--- src/rtl/vga_timing_pkg.sv ---
// 640x480@60 timing constants shared by the sync generator and the board renderer.
package vga_timing_pkg;
  localparam int COORD_W   = 10;

  localparam int H_VISIBLE = 640;
  localparam int H_FP      = 16;
  localparam int H_SYNC    = 96;
  localparam int H_BP      = 48;
  localparam int V_VISIBLE = 480;
  localparam int V_FP      = 10;
  localparam int V_SYNC    = 2;
  localparam int V_BP      = 33;
  localparam bit SYNC_POL  = 1'b0;

  localparam int H_TOTAL   = H_VISIBLE + H_FP + H_SYNC + H_BP;
  localparam int V_TOTAL   = V_VISIBLE + V_FP + V_SYNC + V_BP;
endpackage

--- src/rtl/mod_counter.sv ---
// Modulo-N counter with increment enable; wrap is high on the clock that returns it to 0.
module mod_counter
  import vga_timing_pkg::*;
#(
  parameter int MODULUS = 800
) (
  input  logic               clk25,
  input  logic               rst,
  input  logic               en,
  output logic [COORD_W-1:0] cnt,
  output logic               wrap
);
  localparam logic [COORD_W-1:0] LAST = COORD_W'(MODULUS - 1);

  assign wrap = en && (cnt == LAST);

  always_ff @(posedge clk25) begin
    if (rst)       cnt <= '0;
    else if (wrap) cnt <= '0;
    else if (en)   cnt <= cnt + 1'b1;
  end
endmodule

--- src/rtl/vga_sync_gen.sv ---
// VGA sync generator: free-running h/v counters followed by one registered decode stage,
// so coordinates, syncs and flags all lag the counters by exactly one clock.
module vga_sync_gen
  import vga_timing_pkg::COORD_W;
#(
  parameter int H_VISIBLE = vga_timing_pkg::H_VISIBLE,
  parameter int H_FP      = vga_timing_pkg::H_FP,
  parameter int H_SYNC    = vga_timing_pkg::H_SYNC,
  parameter int H_BP      = vga_timing_pkg::H_BP,
  parameter int V_VISIBLE = vga_timing_pkg::V_VISIBLE,
  parameter int V_FP      = vga_timing_pkg::V_FP,
  parameter int V_SYNC    = vga_timing_pkg::V_SYNC,
  parameter int V_BP      = vga_timing_pkg::V_BP,
  parameter bit SYNC_POL  = vga_timing_pkg::SYNC_POL
) (
  input  logic               clk25,
  input  logic               rst,
  output logic               hsync,
  output logic               vsync,
  output logic               video_on,
  output logic [COORD_W-1:0] pixel_x,
  output logic [COORD_W-1:0] pixel_y,
  output logic               frame_start,
  output logic               line_start
);
  localparam int H_TOT = H_VISIBLE + H_FP + H_SYNC + H_BP;
  localparam int V_TOT = V_VISIBLE + V_FP + V_SYNC + V_BP;

  if (H_TOT > (1 << COORD_W) || V_TOT > (1 << COORD_W)) begin : g_bad_timing
    $error("vga_sync_gen: H_TOTAL/V_TOTAL do not fit in COORD_W bits");
  end

  // One extra bit so a sync end equal to 2**COORD_W still compares correctly.
  localparam int CW1 = COORD_W + 1;
  localparam logic [CW1-1:0] H_VIS_E = CW1'(H_VISIBLE);
  localparam logic [CW1-1:0] HS_BEG  = CW1'(H_VISIBLE + H_FP);
  localparam logic [CW1-1:0] HS_END  = CW1'(H_VISIBLE + H_FP + H_SYNC);
  localparam logic [CW1-1:0] V_VIS_E = CW1'(V_VISIBLE);
  localparam logic [CW1-1:0] VS_BEG  = CW1'(V_VISIBLE + V_FP);
  localparam logic [CW1-1:0] VS_END  = CW1'(V_VISIBLE + V_FP + V_SYNC);

  logic [COORD_W-1:0] h_cnt, v_cnt;
  logic               h_wrap, v_wrap_unused;
  logic [CW1-1:0]     hx, vy;

  mod_counter #(.MODULUS(H_TOT)) u_hcnt (
    .clk25(clk25), .rst(rst), .en(1'b1),   .cnt(h_cnt), .wrap(h_wrap)
  );
  mod_counter #(.MODULUS(V_TOT)) u_vcnt (
    .clk25(clk25), .rst(rst), .en(h_wrap), .cnt(v_cnt), .wrap(v_wrap_unused)
  );

  assign hx = {1'b0, h_cnt};
  assign vy = {1'b0, v_cnt};

  always_ff @(posedge clk25) begin
    if (rst) begin
      pixel_x     <= '0;
      pixel_y     <= '0;
      video_on    <= 1'b0;
      hsync       <= ~SYNC_POL;
      vsync       <= ~SYNC_POL;
      line_start  <= 1'b0;
      frame_start <= 1'b0;
    end else begin
      pixel_x     <= h_cnt;
      pixel_y     <= v_cnt;
      video_on    <= (hx < H_VIS_E) && (vy < V_VIS_E);
      hsync       <= (hx >= HS_BEG && hx < HS_END) ? SYNC_POL : ~SYNC_POL;
      vsync       <= (vy >= VS_BEG && vy < VS_END) ? SYNC_POL : ~SYNC_POL;
      line_start  <= (h_cnt == '0);
      frame_start <= (h_cnt == '0) && (v_cnt == '0);
    end
  end
endmodule
--- config.mk ---
export PLATFORM = sky130hd
export DESIGN_NAME = vga_sync_gen
export DESIGN_NICKNAME = d
export VERILOG_FILES = /design/src/rtl/vga_timing_pkg.sv /design/src/rtl/mod_counter.sv /design/src/rtl/vga_sync_gen.sv
export SDC_FILE = /design/constraint.sdc
export NUM_CORES = 1
export LEC_CHECK = 0
export ABC_AREA = 1
export CAP_MARGIN = 0
export CORE_MARGIN = 10
export CORE_UTILIZATION = 50
export DETAILED_ROUTE_END_ITERATION = 6
export PLACE_DENSITY = 0.73
export REMOVE_ABC_BUFFERS = 1
export SLEW_MARGIN = 20
export SYNTH_ARGS = -nofsm -noshare
export SYNTH_HDL_FRONTEND = slang
export SYNTH_HIERARCHICAL = 1
export SYNTH_SLANG_ARGS = --single-unit
export TNS_END_PERCENT = 5
--- constraint.sdc ---
create_clock -name clk25 -period 1.9 [get_ports clk25]
set_input_delay 0.19 -clock clk25 [delete_from_list [all_inputs] [get_ports clk25]]
set_output_delay 0.19 -clock clk25 [all_outputs]
set_load 0.02 [all_outputs]
==> results of run 1 <==
[flip-flops by register name, summed over array words and instances, names as in the netlist]
register,count
frame_start,1
hsync,1
line_start,1
pixel_x,10
u_hcnt/cnt,10
pixel_y,10
vsync,1
video_on,1
u_vcnt/cnt,10
[area by class of cell]
type	instances	area, um^2
flip-flops and latches	45	902
well taps	48	60.1
clock buffers	5	68.8
multi-input cells	165	862
fillers	345	1340
inverters	46	173
clock inverters	2	35.0
repair buffers	32	305
[power breakdown]
part | leakage (nW) | total (mW) | internal (mW) | switching, mW
Clock | 0.0540 | 0.679 | 0.382 | 0.297
Sequential | 0.364 | 0.963 | 0.956 | 0.00766
Combinational | 0.555 | 0.0850 | 0.0349 | 0.0501
Total | 0.974 | 1.73 | 1.37 | 0.355
[worst min path at each step]
| stage | start | to | slack (ns) | cells past startpoint |
|---|---|---|---|---|
| after floorplan | rst | pixel_y[1] | 0.26 | 1 |
| after CTS | u_hcnt/cnt[1] | pixel_x[1] | 0.48 | 2 |
| after global placement | u_hcnt/cnt[0] | pixel_x[0] | 0.47 | 2 |
| after detailed placement | u_hcnt/cnt[1] | pixel_x[1] | 0.47 | 2 |
| final | u_hcnt/cnt[0] | pixel_x[0] | 0.47 | 2 |
| after global routing | u_hcnt/cnt[0] | pixel_x[0] | 0.49 | 2 |
[worst max-delay path, cell delays in order (launching register included)]
cell     delay, ns
dfxtp_1       0.40
ha_2          0.23
inv_1         0.08
nor2_4        0.14
nand3_1       0.10
inv_2         0.15
nand2_1       0.06
nor2_1        0.11
nand3_2       0.13
nand2_2       0.16
a21oi_1       0.06
[layout by cell type, fill, tap and decap left out, drive strengths merged]
| cell | instances |
|---|---|
| bufinv | 1 |
| nor3 | 5 |
| xnor2 | 4 |
| clkbuf | 5 |
| nand3 | 21 |
| a21oi | 7 |
| buf | 6 |
| ha | 3 |
| clkinv | 1 |
| nor2 | 68 |
| dfxtp | 45 |
| o21ai | 2 |
| nand2 | 42 |
| xor2 | 4 |
| or2 | 1 |
| inv | 46 |
| clkdlybuf4s50 | 26 |
| a31oi | 1 |
| conb | 1 |
| nand4 | 6 |
[layer usage]
layer	part of all wire [%]	vias to the layer above	track usage, %	routed length, um
met5	0	-	0	0
met4	2.6	0	7.69	97
met3	8.1	9	2.38	303
met2	42	43	17.3	1590
met1	47	707	13.9	1760
li1	-	852	-	-
[what timing repair did]
item,CTS,global route
resized for setup,0,3
endpoints found under the setup margin,0,10
hold buffers,0,0
==> out/qor.csv, run 1 <==
stage;metric;value;unit
floorplan;die area;0.00684;mm^2
sta;RSZ-0062 raised after global routing;no;
final_layout;layout cells sized above 1;13.6;%
grt;largest net degree at the start of global routing;14;
power_and_ir_drop;Total Power;1.73;mW
clocking;Setup Buffers After CTS;0;
sta;Setup violations, final;0;
clocking;CTS Buffer Depth;2;
sta;fin crit share;91.2;%
setup_path;crit end category;register;
yosys;yosys warns;6;
final_layout;Area Overhead vs Synth;22.5;%
yosys;Synth Cell Area;0.00196;mm^2
clocking;clock tree root buffer cell;clkbuf_8;
place;pre-CTS setup slack;0.114;ns
clocking;Clk pin slew, worst setup/hold paths;0.08;ns
floorplan;Die Wd;82.7;um
sta;skew final;0.00393;ns
setup_path;Critical Path RT;2.09;ns
setup_path;startpoint class of the critical path;register;
drt;Initial DRC Count;85;
setup_path;Setup crit end;u_vcnt/cnt[6];
clocking;CTS Buf Count;5;
clocking;TritonCTS clock tree;built;
drt;WL final;3.75;mm
floorplan;die height;82.7;um
grt;vias in the first global route;1370;
sta;Max Freq;577;MHz
drt;Via density;4.70;
setup_path;R2R Path End;u_vcnt/cnt[6];
status;status;finished clean;
floorplan;# IOs;27;
floorplan;# rows;22;
drt;Pre-antenna DRT Iters;4;
job;Max-cap violations;0;
drt;Vias;1611;
place;area post-placement;0.00230;mm^2
drt;post-route ant nets;0;
clocking;later-pin clock latency in the skew report;0.29;ns
sta;Slew Limit Fails;0;
clocking;Clock Sinks;45;
place;Final HPWL DP;2.82;mm
sta;setup TNS;0;ns
sta;final worst setup slack;0.167;ns
sta;Tmin final;1.73;ns
place;placed cells;336;
min_path;min-delay worst type;reg -> reg;
yosys;cell count after synthesis;260;
setup_path;Worst Path Arrival;1.92;ns
setup_path;R2R depth;10;
grt;initial antenna violation count;0;
clocking;htree depth;2;
sta;Hold WS;0.467;ns
final_layout;non-filler cells, final;343;
floorplan;core area;0.00374;mm^2
yosys;syn_area_per_cell;7.56;um^2
grt;first-pass GRT wire length;6.06;mm
final_layout;Final Util;64.3;%
grt;Overall Global Routing Usage;11.3;%
setup_path;Reg2Reg Setup Slack;0.17;ns
final_layout;# nets final;300;
power_and_ir_drop;pwr/cell area;718;mW/mm^2
final_layout;ANT cells;0;
place;port bufs;26;
setup_path;Worst Setup SP;u_hcnt/cnt[1];
place;GPL Wtd Cong;0.892;
final_layout;post-route cell area;0.00241;mm^2
power_and_ir_drop;Lkg Pwr;0.974;nW
drt;DRC viols;0;
setup_path;Reg-to-Reg Start;u_hcnt/cnt[1];
setup_path;WS Path Type;reg -> reg;
power_and_ir_drop;Max IR drop VDD;0.304;mV
setup_path;worst-path fanout max;8;
drt;per-cell routed wire length;10.9;um
grt;Overflow after GRT;0;
sta;final hold viol count;0;
floorplan;Starting Density;52.5;%
No activity file was read; power rests on OpenSTA's default activity.
==> inputs of run 2 (changes only) <==
CTS_CLUSTER_SIZE = 12   (was unset)
==> results of run 2 <==
Same layout as run 1: the final DEF is identical, and so are final timing and power.
